==> config.mk <==
export PLATFORM = sky130hd
export DESIGN_NAME = reg_file
export DESIGN_NICKNAME = d
export VERILOG_FILES = /design/src/rtl/reg_file.sv
export SDC_FILE = /design/constraint.sdc
export NUM_CORES = 1
export LEC_CHECK = 0
export CORE_ASPECT_RATIO = 0.5
export CORE_MARGIN = 10
export CORE_UTILIZATION = 50
export DETAILED_ROUTE_END_ITERATION = 10
export HOLD_SLACK_MARGIN = 0.05
export PLACE_DENSITY = 0.74
export RECOVER_POWER = 25
export SLEW_MARGIN = 0
export SYNTH_ARGS = -nofsm -noshare
export SYNTH_HDL_FRONTEND = slang
export SYNTH_SLANG_ARGS = --single-unit
==> constraint.sdc <==
create_clock -name clk -period 17.84 [get_ports clk]
set_clock_uncertainty 0.05 [all_clocks]
set_input_delay 5.352 -clock clk [delete_from_list [all_inputs] [get_ports clk]]
set_output_delay 5.352 -clock clk [all_outputs]
set_load 0.01 [all_outputs]
==> src/rtl/reg_file.sv <==
// N x M register file for the ALU datapath: r0 hardwired to zero, two combinational
// read ports with same-cycle write forwarding, a 4-bit flag register and a write counter.

module reg_file_entry #(
  parameter int M = 8
) (
  input  logic         clk,
  input  logic         rst,
  input  logic         wen,
  input  logic [M-1:0] wd,
  output logic [M-1:0] q
);
  logic [M-1:0] data_q, data_d;

  always_comb data_d = wen ? wd : data_q;

  always_ff @(posedge clk or posedge rst) begin
    if (rst) data_q <= '0;
    else     data_q <= data_d;
  end

  assign q = data_q;
endmodule

module reg_file #(
  parameter int M  = 8,
  parameter int N  = 8,
  parameter int AW = 3
) (
  input  logic          clk,
  input  logic          rst,
  input  logic          we,
  input  logic [AW-1:0] wa,
  input  logic [M-1:0]  wd,
  input  logic [AW-1:0] ra,
  input  logic [AW-1:0] rb,
  output logic [M-1:0]  rga,
  output logic [M-1:0]  rgb,
  input  logic          fwe,
  input  logic [3:0]    fin,
  output logic [3:0]    flags,
  output logic [7:0]    wr_cnt
);
  typedef struct packed {
    logic          vld;
    logic [AW-1:0] addr;
    logic [M-1:0]  data;
  } wr_req_t;

  wr_req_t              wr;
  logic [N-1:0][M-1:0]  regs;
  logic [3:0]           flags_q, flags_d;
  logic [7:0]           cnt_q, cnt_d;

  // A write is accepted only for a nonzero address and outside reset; this single
  // qualifier gates storage, forwarding and the counter alike.
  assign wr.vld  = we & (wa != '0) & ~rst;
  assign wr.addr = wa;
  assign wr.data = wd;

  assign regs[0] = '0;

  for (genvar i = 1; i < N; i++) begin : g_reg
    reg_file_entry #(.M(M)) u_entry (
      .clk (clk),
      .rst (rst),
      .wen (wr.vld && (wr.addr == AW'(i))),
      .wd  (wr.data),
      .q   (regs[i])
    );
  end

  always_comb begin
    rga = regs[ra];
    rgb = regs[rb];
    if (wr.vld && (ra == wr.addr)) rga = wr.data;
    if (wr.vld && (rb == wr.addr)) rgb = wr.data;
    if (rst) begin
      rga = '0;
      rgb = '0;
    end
  end

  always_comb begin
    flags_d = fwe ? fin : flags_q;
    cnt_d   = wr.vld ? cnt_q + 8'd1 : cnt_q;
  end

  always_ff @(posedge clk or posedge rst) begin
    if (rst) begin
      flags_q <= '0;
      cnt_q   <= '0;
    end else begin
      flags_q <= flags_d;
      cnt_q   <= cnt_d;
    end
  end

  assign flags  = flags_q;
  assign wr_cnt = cnt_q;
endmodule

==> impl_summary.md <==
Floorplan
In this run the count of I/O pins placed on the die edge is 53. The total area inside the core boundary comes to 0.00746 mm2. The floorplan has 22 rows. The starting density of the core is 0.524. The die span in x is 145 um.

The full die area is 0.0120 mm2. The height of the die is 82.5 um.

Setup path
The endpoint required time on the critical path is 12.44 ns. STA puts the critical path data arrival time at 8.21 ns. The worst register-to-register path ends at wr_cnt[7]. Broken down by cell family, the worst path's largest delay share belongs to simple AND/OR/NAND/NOR gates. For this run, the slowest stage of the critical path takes 0.69 ns.

The type of the worst setup path is in2out. The most numerous cell type found on the critical path is clkdlybuf4s50_1. The count of buffer and inverter cells on the critical path is 2. The endpoint of the worst setup timing path is rga[5]. The nature of the critical path endpoint is a primary output.

The worst register-to-register path begins at wr_cnt[2]. The number of cells on the worst reg-to-reg path is 4. The standard cell with the maximum stage delay on the critical path is nand2b_1.

Along the worst path, the maximum fanout reaches 20. The type of element launching the critical path is a primary input. The total number of cells along the worst setup path is 6. For flop-to-flop paths, the worst setup slack is 16.41 ns. The startpoint of the most critical setup path is wa[1]. Traced cell by cell, the critical path runs through clkdlybuf4s50_1 -> nor3_1 -> nand2b_1 -> or2_1 -> o211a_1 -> clkdlybuf4s50_1.

Status
The run finished with clean final reports.

Timing
The worst-case headroom to the max-slew limit is 0.307. For this run, the top clock speed supported by timing is 0.0735 GHz. The final period demand of the worst path is 13.61 ns. At the pin with the least slew margin, the transition time is 1.03 ns. The max-slew violation count is 0. The final hold violation count is 0.

Setup violations remaining at the end of the flow were counted as 0. The summed negative setup slack over all endpoints is 0 ns. Setup repair after global routing left no endpoint under its margin. In the finished design, the share of the clock period the worst path needs comes to 0.763.

Drt
The total wirelength of the detailed-routed design is 10200 um. The mean routed wirelength per cell is 21.6 um. The final routed DRC violation total is 0. Before antenna repair, the detailed router went through 4 iterations. The via count of the routed design is 2908.

In this run the remaining antenna-violating nets after routing total 0. In this run, the number of DRC markers left after iteration 0 of detailed routing was 256. After detailed routing, the number of vias per cell comes to 6.12.

Logic synthesis
The library cell with the largest summed area after synthesis is dfrtp_1. Of the post-synthesis cell area, the dominant cell type holds 0.435. By area the synthesized netlist is led by dfrtp_1 (44%), mux2_2 (18%), mux2i_1 (6.9%), mux4_2 (3.5%), mux2_4 (3.1%). By area, the combinational part of the netlist is dominated by multiplexers. The area share of fa/ha/maj cells after synthesis is 0.00320. The warning count from the yosys run is 0. The commonest cells after synthesis are dfrtp_1 (68), mux2_2 (62), mux2i_1 (27).

Of the total synthesized cell area, the portion taken by AND, OR, NAND and NOR gates is 0.0829. The synthesis-stage register bit count is 68. The mapped netlist covers 0.00391 mm2. The share of cell area taken by muxes after synthesis is 0.316.

The number of distinct library cell variants in the gate-level netlist after synthesis is 43. The fraction of the mapped netlist area in compound gates is 0.103. The synthesized netlist cell count is 318. The share of synthesized flip-flops with an asynchronous set or reset is 1.00. Of the total synthesized cell area, the portion taken by XOR and XNOR cells is 0.0291. In the synthesized netlist the dominant register cell turns out to be dfrtp_1. The mean area per synthesized cell is 12.3 um2.

The dominant cell by count in the synthesized netlist is dfrtp_1. The number of enable-type register cells in the synthesized netlist is 0. The post-synth net total is 344. The register area share after synthesis is 0.435.

Power
After layout, the design draws a total of 522 uW. The worst supply voltage drop on vdd is 0.0000669 V. The power spent charging and discharging nets is 149 uW.

Of the total power, the share spent switching nets is 0.286. For this design the ratio of total power to cell area is 110 mW/mm2. The share of total power dissipated in the clock network is 0.311. The internal power component is 373 uW. Summed over all cells, the static leakage comes to 1.99 nW. The combinational group share of total power is 0.265. The share of total power dissipated in sequential elements is 0.424.

Final layout
In the final design database the tool counted 389 nets. After routing the design area is 0.00474 mm2. The fraction of final layout cells with drive strength greater than 1 is 0.270. The area growth from synthesis to layout is 21.2%. Once layout is complete, the cells apart from fillers number 475.

The core utilization of the finished layout is 0.636. The repair_antennas step left the layout with diodes totalling 0.

Clocking
TritonCTS built the clock tree. After clock tree synthesis, the repair step resized 0 gates. The number of buffers on the longest clock path is 2. The level count of the clock H-tree is 3. The clock sink count is 68. The number of hold-repair buffers added at the cts stage is 0. The post-CTS setup buffer count is 0.

The clock tree root driver cell is clkbuf_16. The clock transition time at the flip-flop clock pins of the worst setup and hold paths is 0.05 ns. Clock latency on the worst-skew pair, taken at its later pin, is 0.33 ns.

Counting the buffers created by CTS gives 9.

Hold path
The worst hold path begins at wr_cnt[7]. The class of the worst hold path is reg2reg. The cell depth of the worst min-delay path is 1.

GRT
The number of antenna violations at the first check in global routing is 0. The global-route wire length before repair is 16100 um. For this run the aggregate overflow at the end of global routing stands at 0. The number of global-route vias before repair was 3096. The maximum number of pins on one net before global-route repair is 85. In the global route stage, overall resource usage came out at 0.172.

Run
The number of maximum-capacitance constraint violations is 0.

Place
Counting tap cells, the placed design contains a total of 460 instances. The cell area after placement is 0.00447 mm2. Routability-driven placement finished with a final weighted congestion of 0.843.

The placed wire-length estimate after detailed placement is 6900 um. The count of buffers added on input and output ports is 52.
worst reg2reg max path, cell delays in order (launching register included):
cell and delay [ns]:
dfrtp_1 0.43, nand3_1 0.10, nor3_1 0.40, nand3_1 0.18, xnor2_1 0.16
layer usage:
metal | vias to the layer above | wire, um | GRT usage
li1 | 1295 | - | -
met1 | 1483 | 4450 | 0.204
met2 | 113 | 4890 | 0.297
met3 | 17 | 790 | 0.0510
met4 | 0 | 114 | 0.0661
met5 | - | 0 | 0
power groups by stage:
stage / combinational (mW) / sequential [mW] / clock, mW
6_report: 0.138 / 0.222 / 0.162
5_1_grt: 0.150 / 0.227 / 0.172
4_1_cts: 0.139 / 0.221 / 0.165
3_5_place_dp: 0.138 / 0.223 / 0
3_3_place_gp: 0.135 / 0.219 / 0
2_1_floorplan: 0.0899 / 0.217 / 0
sequential cells by signal (all words and copies together) (netlist names):
register     count
wr_cnt           8
g.u_entry.q     56
flags            4
cell usage in the layout (no fill, tap or decap), types with 4 or more instances in the layout:
cell,instances
o31ai_1,12
mux2_2,62
mux2i_1,27
a221oi_1,6
o22ai_1,10
nor2_1,6
o221ai_1,4
nor3_1,4
nand2_1,14
a21oi_1,11
nand3_1,4
nand2b_1,6
xnor2_1,12
mux2_4,8
clkdlybuf4s50_1,50
o211a_1,4
a22oi_1,4
clkbuf_16,9
dfrtp_1,68
mux4_2,6
per-stage QoR:
| stage | setup WS, ns | hold slack (ns) |
|---|---|---|
| floorplan | 4.26 | 0.425 |
| global placement | 4.35 | 0.415 |
| detailed placement | 4.25 | 0.415 |
| CTS | 4.25 | 0.430 |
| global route | 4.03 | 0.444 |
| finish | 4.23 | 0.427 |
cells by family after synthesis:
family / after synthesis
buffers and inverters: 22
muxes: 104
DFF: 68
xor gates and xnor gates: 13
AOI/OAI and AO/OA: 56
adders and majority gates: 1
and+or+nand+nor: 54
cell type report:
type / instances / area (um2)
clock buffers: 13 / 260
flip-flops and latches: 68 / 1700
inverters: 1 / 3.75
clock inverters: 2 / 10.0
repair buffers: 55 / 543
fillers: 585 / 2720
well taps: 108 / 135
multi-input cells: 228 / 2090
worst min path at each step:
stage                             to  slack [ns]
5_1_grt                    wr_cnt[7]        0.44
3_5_place_dp               wr_cnt[7]        0.42
6_report                   wr_cnt[7]        0.43
3_3_place_gp               wr_cnt[7]        0.42
4_1_cts                    wr_cnt[7]        0.43
2_1_floorplan  g_reg[6].u_entry.q[5]        0.42
Note: power is estimated with default switching activity, not from simulation.
